### src/rtl/frame_capture_ctrl.sv
// frame_capture_ctrl: arms a run, aligns to frame boundaries and gates capture of N frames
// Ports: clk, reset (async, active-low); arm/abort/num_frames run control;
//   aligned_valid, fr_active, fr_valid from the byte aligner and packet handler;
//   ph_din_valid, capture_en gating; busy, done, timeout_err status;
//   frames_done, line_count, frame_words progress counters.
module frame_capture_ctrl #(
  parameter logic [15:0] TIMEOUT = 16'd50000,
  parameter int          CNT_W   = 24
) (
  input  logic             clk,
  input  logic             reset,
  input  logic             arm,
  input  logic             abort,
  input  logic [7:0]       num_frames,
  input  logic             aligned_valid,
  input  logic             fr_active,
  input  logic             fr_valid,
  output logic             ph_din_valid,
  output logic             capture_en,
  output logic             busy,
  output logic             done,
  output logic             timeout_err,
  output logic [7:0]       frames_done,
  output logic [15:0]      line_count,
  output logic [CNT_W-1:0] frame_words
);
  typedef enum logic [2:0] {IDLE, SYNC, WAIT_FS, CAPTURE, DONE} state_t;
  state_t      state;
  logic [7:0]  nf;
  logic [15:0] tcnt;
  logic        fa_d, fv_d;
  logic [7:0]  fd_next;
  logic        fa_fall, fv_fall, act, tmo;
  // act marks the activity that keeps the watchdog quiet in the current state
  always_comb begin
    fd_next = frames_done + 8'd1;
    fa_fall = fa_d & ~fr_active;
    fv_fall = fv_d & ~fr_valid;
    act     = (state == CAPTURE) ? fr_valid : (fr_active ^ fa_d);
    tmo     = ~act & (tcnt == TIMEOUT - 16'd1);
  end
  assign ph_din_valid = (state != IDLE) & aligned_valid;
  assign capture_en   = (state == CAPTURE) & fr_valid;
  assign busy         = state != IDLE;
  assign done         = state == DONE;
  always_ff @(posedge clk or negedge reset) begin
    if (!reset) begin
      state       <= IDLE;
      nf          <= '0;
      tcnt        <= '0;
      fa_d        <= 1'b0;
      fv_d        <= 1'b0;
      timeout_err <= 1'b0;
      frames_done <= '0;
      line_count  <= '0;
      frame_words <= '0;
    end else begin
      fa_d <= fr_active;
      fv_d <= fr_valid;
      tcnt <= act ? '0 : tcnt + 16'd1;
      if (state != IDLE && abort) begin
        state <= IDLE;
        tcnt  <= '0;
      end else begin
        case (state)
          IDLE: begin
            tcnt <= '0;
            if (arm && !abort) begin
              nf          <= num_frames;
              frames_done <= '0;
              line_count  <= '0;
              frame_words <= '0;
              timeout_err <= 1'b0;
              state       <= SYNC;
            end
          end
          // never start mid-frame: wait for the current frame to end first
          SYNC: begin
            if (!fr_active) begin
              state <= WAIT_FS;
              tcnt  <= '0;
            end else if (tmo) begin
              state       <= IDLE;
              tcnt        <= '0;
              timeout_err <= 1'b1;
            end
          end
          WAIT_FS: begin
            if (fr_active) begin
              state       <= CAPTURE;
              tcnt        <= '0;
              line_count  <= '0;
              frame_words <= '0;
            end else if (tmo) begin
              state       <= IDLE;
              tcnt        <= '0;
              timeout_err <= 1'b1;
            end
          end
          CAPTURE: begin
            if (fr_valid && frame_words != '1) frame_words <= frame_words + 1'b1;
            if (fv_fall) line_count <= line_count + 16'd1;
            // frame end takes priority over a coincident timeout
            if (fa_fall) begin
              frames_done <= fd_next;
              state       <= (nf != 8'd0 && fd_next == nf) ? DONE : WAIT_FS;
              tcnt        <= '0;
            end else if (tmo) begin
              state       <= IDLE;
              tcnt        <= '0;
              timeout_err <= 1'b1;
            end
          end
          default: begin
            state <= IDLE;
            tcnt  <= '0;
          end
        endcase
      end
    end
  end
endmodule

### config.mk
export PLATFORM = sky130hd
export DESIGN_NAME = frame_capture_ctrl
export DESIGN_NICKNAME = d
export VERILOG_FILES = /design/src/rtl/frame_capture_ctrl.sv
export SDC_FILE = /design/constraint.sdc
export NUM_CORES = 1
export LEC_CHECK = 0
export CAP_MARGIN = 10
export CORE_ASPECT_RATIO = 0.8
export CORE_MARGIN = 1
export CORE_UTILIZATION = 30
export DETAILED_ROUTE_END_ITERATION = 16
export SYNTH_ARGS = -nofsm -noshare
export SYNTH_HDL_FRONTEND = slang
export SYNTH_SLANG_ARGS = --single-unit
### constraint.sdc
create_clock -name clk -period 2.15 [get_ports clk]
set_input_delay 0.43 -clock clk [delete_from_list [all_inputs] [get_ports clk]]
set_output_delay 0.43 -clock clk [all_outputs]
set_load 0.05 [all_outputs]
* After elaboration in Yosys (flattened, before gate mapping)
Index checks and enable logic that the tools add are counted.
** Storage, ports and cells
- Register bits :: 78
- Bits of input ports :: 15
- Output and inout port bits :: 53
- Word-level logic and storage cells :: 88
** Cells by class
- Add/sub/neg operators :: 4
- Equality and inequality tests :: 16
- Mux-type cells :: 33
- Bitwise operators :: 10
- Reduce and logical (&&, ||, !) cells :: 16
** Operators with widths (count)
- $mux W16 :: 9
- $pmux W16 S3 :: 2
- $mux W24 :: 3
- $pmux W24 S3 :: 1
- $add A16 B1 Y16 const B :: 2
- $add A24 B1 Y24 const B :: 1
- $ne A24 B24 Y1 const B :: 1
- $mux W3 :: 7
- $eq A16 B16 Y1 const B :: 1
- $mux W8 :: 2
- $pmux W8 S2 :: 1
- $ne A2 B2 Y1 const B :: 7
- $pmux W3 S4 :: 1
- $reduce_and A5 Y1 :: 2
- $add A8 B1 Y8 const B :: 1
- $eq A8 B8 Y1 :: 1
- $reduce_bool A8 Y1 :: 1
- $eq A3 B2 Y1 const B :: 2
- $mux W1 :: 6
- $reduce_and A6 Y1 :: 1
- $reduce_bool A3 Y1 :: 2
- $and A1 B1 Y1 :: 5
- $logic_and A1 B1 Y1 :: 4
- $not A1 Y1 :: 4
- other kinds (12) :: 12

* Longest topological paths before layout
Gate-level depths: netlist of run 1.
- Depth after elaboration :: 8
- Gate-level depth with buffers :: 8
- Gate-level depth less buffers :: 7

* Worst setup path after synthesis of run 1
Ideal clock, no wire load.
- Kind :: register to register
- From :: reg frame_words[0]
- To :: reg frame_words[7]
- Setup time :: 0.121 ns
- Data arrival time :: 2.154 ns
- Data required time :: 2.029 ns
- Path slack :: -0.125 ns
- Stages on the path, launching flop included :: 8
- Buffers on the path :: 0
- Period minus slack after synthesis :: 2.275 ns
- Cells stage by stage :: dfrtp_1 > ha_1 > nand4_1 > or3_4 > o311a_4 > and3_1 > xnor2_1 > nor2_1
** Between the ends
- Cells in the longest elaborated chain, start to end :: 4
- Elaborated cells between the ends (all ways) :: 7
- Classes of those cells :: add/sub: 1; eq/ne: 2; mux: 2; reduce/logical: 2
** Ends and longest elaborated chain
- start: declaration :: RTL line 25 : output logic [CNT_W-1:0] frame_words
- start signal: assignment :: RTL line 101 : if (fr_valid && frame_words != '1) frame_words <= frame_words + 1'b1;
- parallel branches: the longest is 4 deep, another holds $add A24 B1 Y24
Several ways; the timed one is not identified. The select of a mux whose other input is x is not followed.
A chain may end at the register's enable or synchronous reset.

* Final worst setup path of run 1
- From :: reg frames_done[0]
- To :: out frames_done[0]
** RTL lines
- start: declaration :: RTL line 23 : output logic [7:0] frames_done,
- start signal: assignment :: RTL line 105 : frames_done <= fd_next;
No word-level cell between the ends.

==> reports/metrics.cfg, run 1 <==
[cells_and_area]
fillers = 1247
nets = 551
seqCellArea_sq_um = 1961
syn_to_final_growth_pct = 36.64
drive_gt1_share_pct = 19.03
multi_input_area_sq_um = 2078
final_area_sq_um = 5594
n_antenna_cell = 0
layout.cells.non_filler = 711

[floorplanning]
core_area_sq_um = 13100
ios = 68
initial_utilization_pct = 31.25
die_area_sq_um = 14120
die_w_microns = 132.6
die_h_microns = 106.5
num_rows = 37

[job]
cap_viol_max_count = 0

[clocking]
cts-htree-levels = 3
cts_made_buffers = 9
clk_path_buf_depth = 2
cts.sinks = 78
clkSlewWorstSetupHoldPaths_ns = 0.06
cts_tree = yes
clk_latency_ns = 0.33
cts_root_buf = clkbuf_16
ctsHoldBuffers = 0

[worst_setup_path]
critPathMaxFanout = 6
worstPathArrival_ns = 1.65
r2r-start = frame_words[0]$_DFFE_PN0P_
cp.required_ns = 1.72
crit_path_end_kind = output port
critPathLaunch = frames_done[0]$_DFFE_PN0P_
path_class = register to output port
start_kind = register

[power]
power_density_nw_per_um2 = 598.1
max-vdd-ir-drop_uv = 359.7
p_leak_nw = 2.398

[run_status]
status = finished, final reports clean

[timing]
slew_headroom_pct = 59.19
max_freq_ghz = 0.4796
slew_viol_final = 0
fin_crit_ns = 2.085
finClkSkew_ns = 0.005002
tightest_slew_ns = 0.6069
finalHoldViolations = 0
min_period_over_period_pct = 96.97
setup-violations-final = 0
rsz0062_at_grt = yes

[logic_synthesis]
ys.flop_type = dfrtp_1
netlist_area_sq_um = 4094
ys_ff_latch = 78
ys_seq_area_share_pct = 47.68
ys_async_sr_fraction_pct = 100.0
synth_edf_count = 0
syn-num-nets = 442
avgSynthCellArea_sq_um = 9.701
yosysWarnings = 0
synth_cell_types = 53
synth_cells = 422

[place]
port-buffer-count = 67
dp_hpwl_microns = 7323
dp_cells = 690
placed_cell_area_sq_um = 5228
place_congestion = 0.8330

[routing]
dr.pass1.iters = 5
route.detailed.drc = 0
drt_iter0_drc = 215
vias_per_cell = 4.873
postRouteAntennaNets = 0
wl_microns = 10150
avgRoutedWirePerCell_microns = 14.27
vias = 3465

[global_routing]
antenna_found_initial = 0
grt_pass1_vias = 3487
grt_pass1_wl_microns = 16940
gr-usage-all-layers_pct = 15.08
overflow = 0
grt_max_degree = 34

[min_path]
hold_path.class = primary input to async pin

power breakdown:
part	switching (mW)	internal (mW)	total, mW
Sequential	0.0472	1.52	1.57
Clock	0.562	0.845	1.41
Combinational	0.193	0.180	0.373
Total	0.803	2.54	3.35
worst paths after layout:
kind | to | slack (ns) | depth (start not counted)
hold / removal | tcnt[15]$_DFF_PN0_ | 0.05 | 1
min in group clk | tcnt[0]$_DFF_PN0_ | 0.47 | 1
hold reg to reg | tcnt[0]$_DFF_PN0_ | 0.47 | 1
setup reg to reg | frame_words[4]$_DFFE_PN0P_ | 0.08 | 7
setup / recovery | frames_done[0] | 0.07 | 2
max in group asynchronous | state[0]$_DFFE_PN0P_ | 1.45 | 2
synthesized netlist by cell type, types with 2 or more instances:
| library cell | number | area [sq um] |
|---|---|---|
| and2_1 | 4 | 25.02 |
| nand4_1 | 10 | 62.56 |
| or3_1 | 10 | 62.56 |
| a21oi_1 | 12 | 60.06 |
| o21a_1 | 3 | 22.52 |
| a21o_1 | 2 | 15.01 |
| and4_1 | 4 | 35.03 |
| xor2_1 | 31 | 271.5 |
| o31ai_1 | 7 | 52.55 |
| clkbuf_1 | 8 | 30.03 |
| dfrtp_1 | 78 | 1952 |
| o21bai_1 | 2 | 15.01 |
| nor3_1 | 6 | 30.03 |
| nand3_1 | 28 | 140.1 |
| nor4_1 | 6 | 37.54 |
| nand2_1 | 29 | 108.9 |
| nor2b_1 | 2 | 12.51 |
| a311oi_1 | 2 | 17.52 |
| buf_2 | 7 | 35.03 |
| ha_1 | 5 | 62.56 |
| inv_1 | 9 | 33.78 |
| xnor2_1 | 21 | 183.9 |
| and3_1 | 12 | 75.07 |
| o21ai_0 | 24 | 120.1 |
| mux2_2 | 9 | 101.4 |
| nor2_1 | 64 | 240.2 |
flip-flops by register name, indices dropped and copies added, names as in the netlist:
register / flops
line_count: 16
nf: 8
frames_done: 8
frame_words: 24
tcnt: 16
state: 3
timeout_err: 1
fa_d: 1
fv_d: 1
worst max-delay path: stages, from the launching register on:
cell             delay, ns
dfrtp_1               0.36
buf_4                 0.15
clkdlybuf4s50_1       0.81
metrics by stage:
step / hold slack (ns) / TNS (ns) / power [mW] / util, % / setup slack, ns
floorplan: 0.1344 / -0.03993 / 1.795 / - / -0.03993
global placement: 0.4148 / -8.667 / 1.947 / 39.90 / -0.2202
detailed placement: 0.4162 / -10.22 / 1.956 / 39.90 / -0.2662
CTS: 0.05725 / 0 / 3.376 / 41.98 / 0.004742
global route: 0.06251 / -0.1679 / 3.484 / 42.70 / -0.04563
finish: 0.04715 / 0 / 3.346 / 42.70 / 0.06514
final cells by class:
cell class	instances	area share, %
Clock buffer	15	4.786
Clock inverter	1	0.08947
Inverter	9	0.6039
Multi-Input combinational cell	319	37.15
Sequential cell	78	35.05
Tap cell	175	3.914
Timing Repair Buffer	114	18.41
cells by family after synthesis:
kind of cell,count (synthesis),share of synthesized area [%]
xor+xnor,52,11.12
buf+inv,25,2.689
compound gates,66,11.46
fa+ha+maj,5,1.528
simple gates,186,22.80
flops,78,47.68
mux,10,2.720
placed cells by master, fill, tap and decap left out, types with 6 or more instances in the layout:
cell type | netlist | routed
mux2_2 | 9 | 9
nand2_1 | 29 | 29
inv_1 | 9 | 9
dfrtp_2 | 0 | 7
dfrtp_1 | 78 | 71
clkdlybuf4s50_1 | 0 | 57
xnor2_1 | 21 | 21
nand4_1 | 10 | 10
xor2_1 | 31 | 31
o21ai_0 | 24 | 24
a21oi_1 | 12 | 12
clkbuf_16 | 0 | 9
nor2_1 | 64 | 63
or3_1 | 10 | 10
o31ai_1 | 7 | 6
and3_1 | 12 | 12
nand3_1 | 28 | 28
buf_4 | 0 | 52
nor3_1 | 6 | 6
metal layers:
metal,track usage (%),share of wire [%],wire length (microns),vias up
li1,-,-,-,1706
met3,3.767,4.5,454,15
met4,5.829,1.5,150,0
met2,23.72,45,4600,90
met5,0,0,0,-
met1,19.90,49,4941,1654
repair_timing:
| action | in CTS | in global routing |
|---|---|---|
| setup endpoints to repair | 0 | 30 |
| setup buffers | 0 | 5 |
| gates resized for setup | 0 | 16 |
| endpoints found under the hold margin | 0 | 0 |
Note: power is estimated with default switching activity, not from simulation.
==> inputs of run 2 (changes only) <==
Settings changed: ABC_AREA set to 1, SETUP_SLACK_MARGIN set to 0.15.
==> run 2 against run 1 <==
Effect of this change:
- routed wire length is 29% higher
- sequential cell count did not move
- non-clock buffer count is 8 higher
- highest routed layer unchanged
- clock skew grew 0.0024 ns
- via count rose by 36%
- critical path type unchanged
- largest power group is now the clock network
- sequential share of layout area fell by 4.7 points
- synthesized cell count is 65% higher
- cell area grew 15%
- utilization decreased by 0.54 points
- fmax is 6.3% higher
- synthesized area up 17%
==> reports/metrics.cfg, run 2 <==
[run_status]
status = finished, final reports clean

[power]
net-switching-power_mw = 1.504  ; +87%
power_frac_seq_pct = 35.7  ; -11 points
p_int_mw = 3.043  ; +20%
combPwrFrac_pct = 27.0  ; +16 points
p_leak_nw = 3.098  ; +29%
switching_share_pct = 33.08  ; +9.1 points
max-vdd-ir-drop_uv = 465.8  ; +29%
power_density_nw_per_um2 = 706.6  ; +18%
clkPwrFrac_pct = 37.3  ; -4.8 points

[cells_and_area]
fillers = 1563  ; +25%
largest_reg_flops = 24  ; unchanged
syn_to_final_growth_pct = 34.77
reg_top3 = frame_words x24, line_count x16, tcnt x16
n_antenna_cell = 0  ; unchanged
nets = 838  ; +52%
largest-register = frame_words
final_common_cell = nand2_1
final_cell_mix = nand2_1 (239), nor2_1 (108), inv_1 (77), dfrtp_1 (76), buf_4 (53)
drive_gt1_share_pct = 11.91  ; -7.1 points

[worst_setup_path]
crit_top_cell = buf_12
cp.required_ns = 1.72  ; about the same
cp_slowest_cell = dfrtp_1
cpPeakStageDelay_ns = 0.41  ; -0.40 ns
critPathMaxFanout = 31  ; +25
worstPathArrival_ns = 1.53  ; -0.12 ns
crit_path_end_kind = output port
start_kind = register
path_cells = buf_4 -> nand3_2 -> buf_12 -> nor2_4 -> buf_12
path_class = register to output port

[timing]
min_period_over_period_pct = 91.25  ; -5.7 points
finClkSkew_ns = 0.007385  ; +0.002382 ns
finalHoldViolations = 0  ; unchanged
rsz0062_at_grt = yes
fin_crit_ns = 1.962  ; -0.1230 ns
tightest_slew_ns = 0.6246  ; +0.01770 ns
whs_ns = 0.06329  ; +0.01615 ns
max_freq_ghz = 0.5097  ; +6.3%
setup-violations-final = 0  ; unchanged
slew_headroom_pct = 57.98  ; -1.2 points
setup_tns_ns = 0  ; unchanged
slew_viol_final = 0  ; unchanged

[logic_synthesis]
synth_cells = 695  ; +65%
ys_ff_latch = 78  ; unchanged
synthTopCellsByArea = dfrtp_1 (41%), nand2_1 (19%), nor2_1 (8.6%)
netlist_area_sq_um = 4775  ; +17%
yosysWarnings = 0  ; unchanged
synth_common_cells = nand2_1 (239), nor2_1 (109), dfrtp_1 (78), inv_1 (77), nand3_1 (49)
synth_top_area_share_pct = 40.88  ; -6.8 points
ys.flop_type = dfrtp_1
synth_cell_types = 36  ; -32%
yosysTopAreaCell = dfrtp_1
ys_async_sr_fraction_pct = 100.0  ; unchanged
avgSynthCellArea_sq_um = 6.870  ; -29%
synth_edf_count = 0  ; unchanged
syn-num-nets = 715  ; +62%
synthMostInstantiatedCell = nand2_1
ys_seq_area_share_pct = 40.88  ; -6.8 points

[clocking]
cts_made_buffers = 9  ; unchanged
cts_tree = yes
cts.sinks = 78  ; unchanged
clkSlewWorstSetupHoldPaths_ns = 0.06  ; about the same
clk_latency_ns = 0.35  ; +0.02 ns
cts-htree-levels = 3  ; unchanged
clk_path_buf_depth = 2  ; unchanged
cts_root_buf = clkbuf_16
ctsHoldBuffers = 0  ; unchanged

[floorplanning]
ios = 68  ; unchanged
die_w_microns = 143.0  ; +7.9%
initial_utilization_pct = 31.28  ; about the same
die_h_microns = 114.8  ; +7.8%
num_rows = 40  ; +8.1%
die_area_sq_um = 16430  ; +16%
core_area_sq_um = 15260  ; +17%

[min_path]
hold_path.class = primary input to async pin

[routing]
postRouteAntennaNets = 0  ; unchanged
dr.pass1.iters = 5  ; unchanged
drt_iter0_drc = 319  ; +48%
route.detailed.drc = 0  ; unchanged
wl_microns = 13090  ; +29%
avgRoutedWirePerCell_microns = 12.67  ; -11%
vias_per_cell = 4.546  ; -6.7%
vias = 4696  ; +36%

[global_routing]
antenna_found_initial = 0  ; unchanged
grt_pass1_vias = 4173  ; +20%
overflow = 0  ; unchanged
grt_max_degree = 38  ; +12%
grt_pass1_wl_microns = 21160  ; +25%
gr-usage-all-layers_pct = 16.66  ; +1.6 points

[place]
place_congestion = 0.8393  ; +0.76%
dp_hpwl_microns = 9505  ; +30%
port-buffer-count = 67  ; unchanged

[job]
cap_viol_max_count = 0  ; unchanged

[run 2: per-stage QoR]
stage / setup slack [ns] / power [mW] / utilization, % / instances / cell area, sq um
after floorplan: 0.1948 / 2.372 / - / 695 / 4780
final: 0.1882 / 4.547 / 42.16 / 1033 / 6435
after detailed placement: -0.2538 / 2.779 / 39.76 / 1011 / 6070
after global placement: -0.2275 / 2.772 / 39.76 / 1011 / 6070
after global routing: 0.1315 / 4.788 / 42.16 / 1033 / 6435
after CTS: 0.1577 / 4.485 / 41.61 / 1027 / 6351
[run 2: layer usage]
metal	global-route usage, %	vias to the layer above	wire length (microns)
met4	4.731	0	143
met5	0	-	0
met1	25.59	2128	7088
met3	3.457	12	642
met2	23.06	105	5219
li1	-	2451	-
[run 2: path summary, 6_finish.rpt]
path                                          from                          to  slack, ns  depth (start not counted)
max                           state[0]$_DFFE_PN0P_                  capture_en       0.19                          5
min                                          reset  frames_done[3]$_DFFE_PN0P_       0.06                          1
max reg2reg                   state[1]$_DFFE_PN0P_  frame_words[0]$_DFFE_PN0P_       0.27                         10
min reg2reg                timeout_err$_DFFE_PN0P_     timeout_err$_DFFE_PN0P_       0.50                          2
max in group asynchronous                    reset          tcnt[11]$_DFF_PN0_       1.49                          2
min in group clk           timeout_err$_DFFE_PN0P_     timeout_err$_DFFE_PN0P_       0.50                          2
[run 2: cell families after synthesis]
family | count (synthesis) | share of synthesized area (%)
compound gates | 48 | 5.713
fa+ha+maj | 5 | 1.310
flops | 78 | 40.88
simple gates | 445 | 39.52
xor+xnor | 27 | 4.953
buf+inv | 92 | 7.626
[run 2: cell type report]
class / count / area, sq um / share of cell area (%)
flip-flops and latches: 78 / 1954 / 30.37
well taps: 210 / 262.8 / 4.083
clock buffers: 10 / 239.0 / 3.714
clock inverters: 6 / 85.08 / 1.322
repair buffers: 122 / 1091 / 16.96
multi-input cells: 526 / 2494 / 38.75
inverters: 81 / 309.0 / 4.803
[run 2: timing repair]
action,in CTS,in global routing
gates resized for setup,50,10
buffers inserted,0,5
endpoints found under the setup margin,71,37
gates cloned,0,1
pin swaps,0,3
[run 2: critical path, delay by kind of cell (launching register included)]
kind | cells | cell delay (ns)
buffers and inverters | 3 | 0.50
flip-flops | 1 | 0.41
AND/OR/NAND/NOR | 2 | 0.27
[run 2: power groups by stage]
stage / clock (mW) / combinational (mW) / sequential [mW]
final: 1.69 / 1.23 / 1.62
after global routing: 1.80 / 1.35 / 1.64
after CTS: 1.73 / 1.13 / 1.62
after detailed placement: 0 / 1.13 / 1.65
after global placement: 0 / 1.12 / 1.65
after floorplan: 0 / 0.719 / 1.65
==> inputs of run 3 (changes only) <==
Settings changed: SETUP_SLACK_MARGIN 0.15 to not set.
==> run 3 against run 2 <==
Effect of this change:
- first-iteration DRC count rose by 2.2%
- cell count decreased by 0.39%
- die area unchanged
- largest cell class unchanged
==> reports/metrics.cfg, run 3 (same netlist as run 2, synthesis figures left out) <==
[clocking]
clkSlewWorstSetupHoldPaths_ns = 0.06  ; about the same
clk_path_buf_depth = 2  ; unchanged
clk_latency_ns = 0.34  ; about the same
cts_setup_buffers = 0  ; unchanged
cts-htree-levels = 3  ; unchanged
cts_tree = yes
ctsHoldBuffers = 0  ; unchanged
cts.sinks = 78  ; unchanged
cts_made_buffers = 9  ; unchanged
cts_root_buf = clkbuf_16

[floorplanning]
core_area_sq_um = 15260  ; unchanged
initial_utilization_pct = 31.28  ; unchanged
num_rows = 40  ; unchanged
ios = 68  ; unchanged
die_area_sq_um = 16430  ; unchanged
die_h_microns = 114.8  ; unchanged
die_w_microns = 143.0  ; unchanged

[cells_and_area]
largest_reg_flops = 24  ; unchanged
final_common_cell = nand2_1
layout.cells.non_filler = 1029  ; -0.39%
drive_gt1_share_pct = 10.99  ; -0.92 points
final_cell_mix = nand2_1 (239), nor2_1 (108), dfrtp_1 (78), inv_1 (77), clkdlybuf4s50_1 (59)
n_antenna_cell = 0  ; unchanged
final_area_sq_um = 6447  ; +0.19%
reg_top3 = frame_words x24, line_count x16, tcnt x16
syn_to_final_growth_pct = 35.04
nets = 834  ; -0.48%
fin_util_pct = 42.24  ; +0.082 points
largest-register = frame_words

[run_status]
status = finished, final reports clean

[routing]
dr.pass1.iters = 4  ; -1
vias_per_cell = 4.549  ; about the same
avgRoutedWirePerCell_microns = 12.36  ; -2.5%
wl_microns = 12710  ; -2.9%
drt_iter0_drc = 326  ; +2.2%
postRouteAntennaNets = 0  ; unchanged
vias = 4681  ; -0.32%
route.detailed.drc = 0  ; unchanged

[worst_setup_path]
cp_num_buf_inv = 2  ; -1
crit_path_end_kind = output port
worstPathArrival_ns = 1.66  ; +0.13 ns
path_class = register to output port
r2r-start = frame_words[0]$_DFFE_PN0P_
reg2reg_slack_ns = 0.19  ; -0.08 ns
critPathLaunch = frame_words[9]$_DFFE_PN0P_
r2r_end = frame_words[5]$_DFFE_PN0P_
start_kind = register
cp.required_ns = 1.72  ; about the same
path_cells = buf_4 -> clkdlybuf4s50_1
critPathMaxFanout = 5  ; -84%
cp_slowest_cell = clkdlybuf4s50_1
cpPeakStageDelay_ns = 0.80  ; +0.39 ns
reg2reg_depth = 9  ; -1
cp.depth = 2  ; -3
cp_top_family = buffers and inverters
critPathCapture = frame_words[9]

[place]
dp_slack_ns = -0.2606  ; -0.006804 ns
placed_cell_area_sq_um = 6082  ; +0.21%
place_congestion = 0.8593  ; +2.4%
dp_cells = 1012  ; +0.099%
dp_hpwl_microns = 9380  ; -1.3%
port-buffer-count = 67  ; unchanged

[global_routing]
use_met2_pct = 24.65  ; +1.6 points
grt_busiest_layer = met2
grt.met1_usage_pct = 23.98  ; -1.6 points
grtUsageMet3_pct = 4.123  ; +0.67 points
grt_pass1_wl_microns = 21360  ; +0.91%
gr-usage-all-layers_pct = 16.65  ; about the same
grt_pass1_vias = 4370  ; +4.7%
overflow = 0  ; unchanged
grt_max_degree = 36  ; -5.3%
antenna_found_initial = 0  ; unchanged

[power]
max-vdd-ir-drop_uv = 396.4  ; -15%
power_density_nw_per_um2 = 708.9  ; +0.32%
p_leak_nw = 2.871  ; -7.3%

[timing]
max_freq_ghz = 0.4787  ; -6.1%
layout_setup_ws_ns = 0.06108  ; -0.1271 ns
fin_crit_ns = 2.089  ; +0.1271 ns
min_period_over_period_pct = 97.16  ; +5.9 points
finalHoldViolations = 0  ; unchanged
setup-violations-final = 0  ; unchanged
rsz0062_at_grt = no
tightest_slew_ns = 0.6309  ; +0.006284 ns
finClkSkew_ns = 0.006026  ; -0.001359 ns
slew_viol_final = 0  ; unchanged
slew_headroom_pct = 57.94  ; about the same
whs_ns = 0.02326  ; -0.04003 ns

[job]
cap_viol_max_count = 0  ; unchanged

[min_path]
hold_path.class = primary input to async pin

run 3: cell count changes in the layout (fill, tap and decap cells not counted), moves of 2 or more:
cell / change
buf_4: -2
clkdlybuf4s50_1: +45
inv_4: -2
dfrtp_2: -2
dlygate4sd2_1: -46
dfrtp_1: +2
run 3: area by class of cell:
| class | instances | area (sq um) |
|---|---|---|
| flip-flops and latches | 78 | 1952 |
| clock inverters | 6 | 110.1 |
| multi-input cells | 526 | 2477 |
| inverters | 81 | 305.3 |
| fillers | 1560 | 8817 |
| clock buffers | 10 | 229.0 |
| repair buffers | 118 | 1111 |
| well taps | 210 | 262.8 |
run 3: routing by layer:
metal  up-vias  share of wire [%]
li1       2447                  -
met1      2102                 53
met2       123                 41
met3         9                5.6
met4         0               0.91
met5         -                  0
run 3: timing repair:
item | CTS | global route
hold endpoints to repair | 0 | 0
endpoints found under the setup margin | 23 | 5
gates cloned | 0 | 1
gates resized for setup | 1 | 4
run 3: power breakdown:
group	switching, mW	internal, mW
combinational	0.775	0.419
clock	0.624	1.13
sequential	0.0590	1.56
total	1.46	3.11
run 3: worst min-delay path by stage:
stage / to / from
after global routing: frame_words[23]$_DFFE_PN0P_ / reset
after detailed placement: tcnt[2]$_DFF_PN0_ / reset
after floorplan: fa_d$_DFF_PN0_ / reset
after global placement: tcnt[2]$_DFF_PN0_ / reset
after CTS: frame_words[23]$_DFFE_PN0P_ / reset
final: tcnt[1]$_DFF_PN0_ / reset
run 3: stage by stage:
stage | total power, mW | setup TNS (ns)
4_1_cts | 4.607 | 0
3_3_place_gp | 2.805 | -3.568
5_1_grt | 4.836 | 0
3_5_place_dp | 2.812 | -5.391
6_report | 4.571 | 0
2_1_floorplan | 2.370 | 0
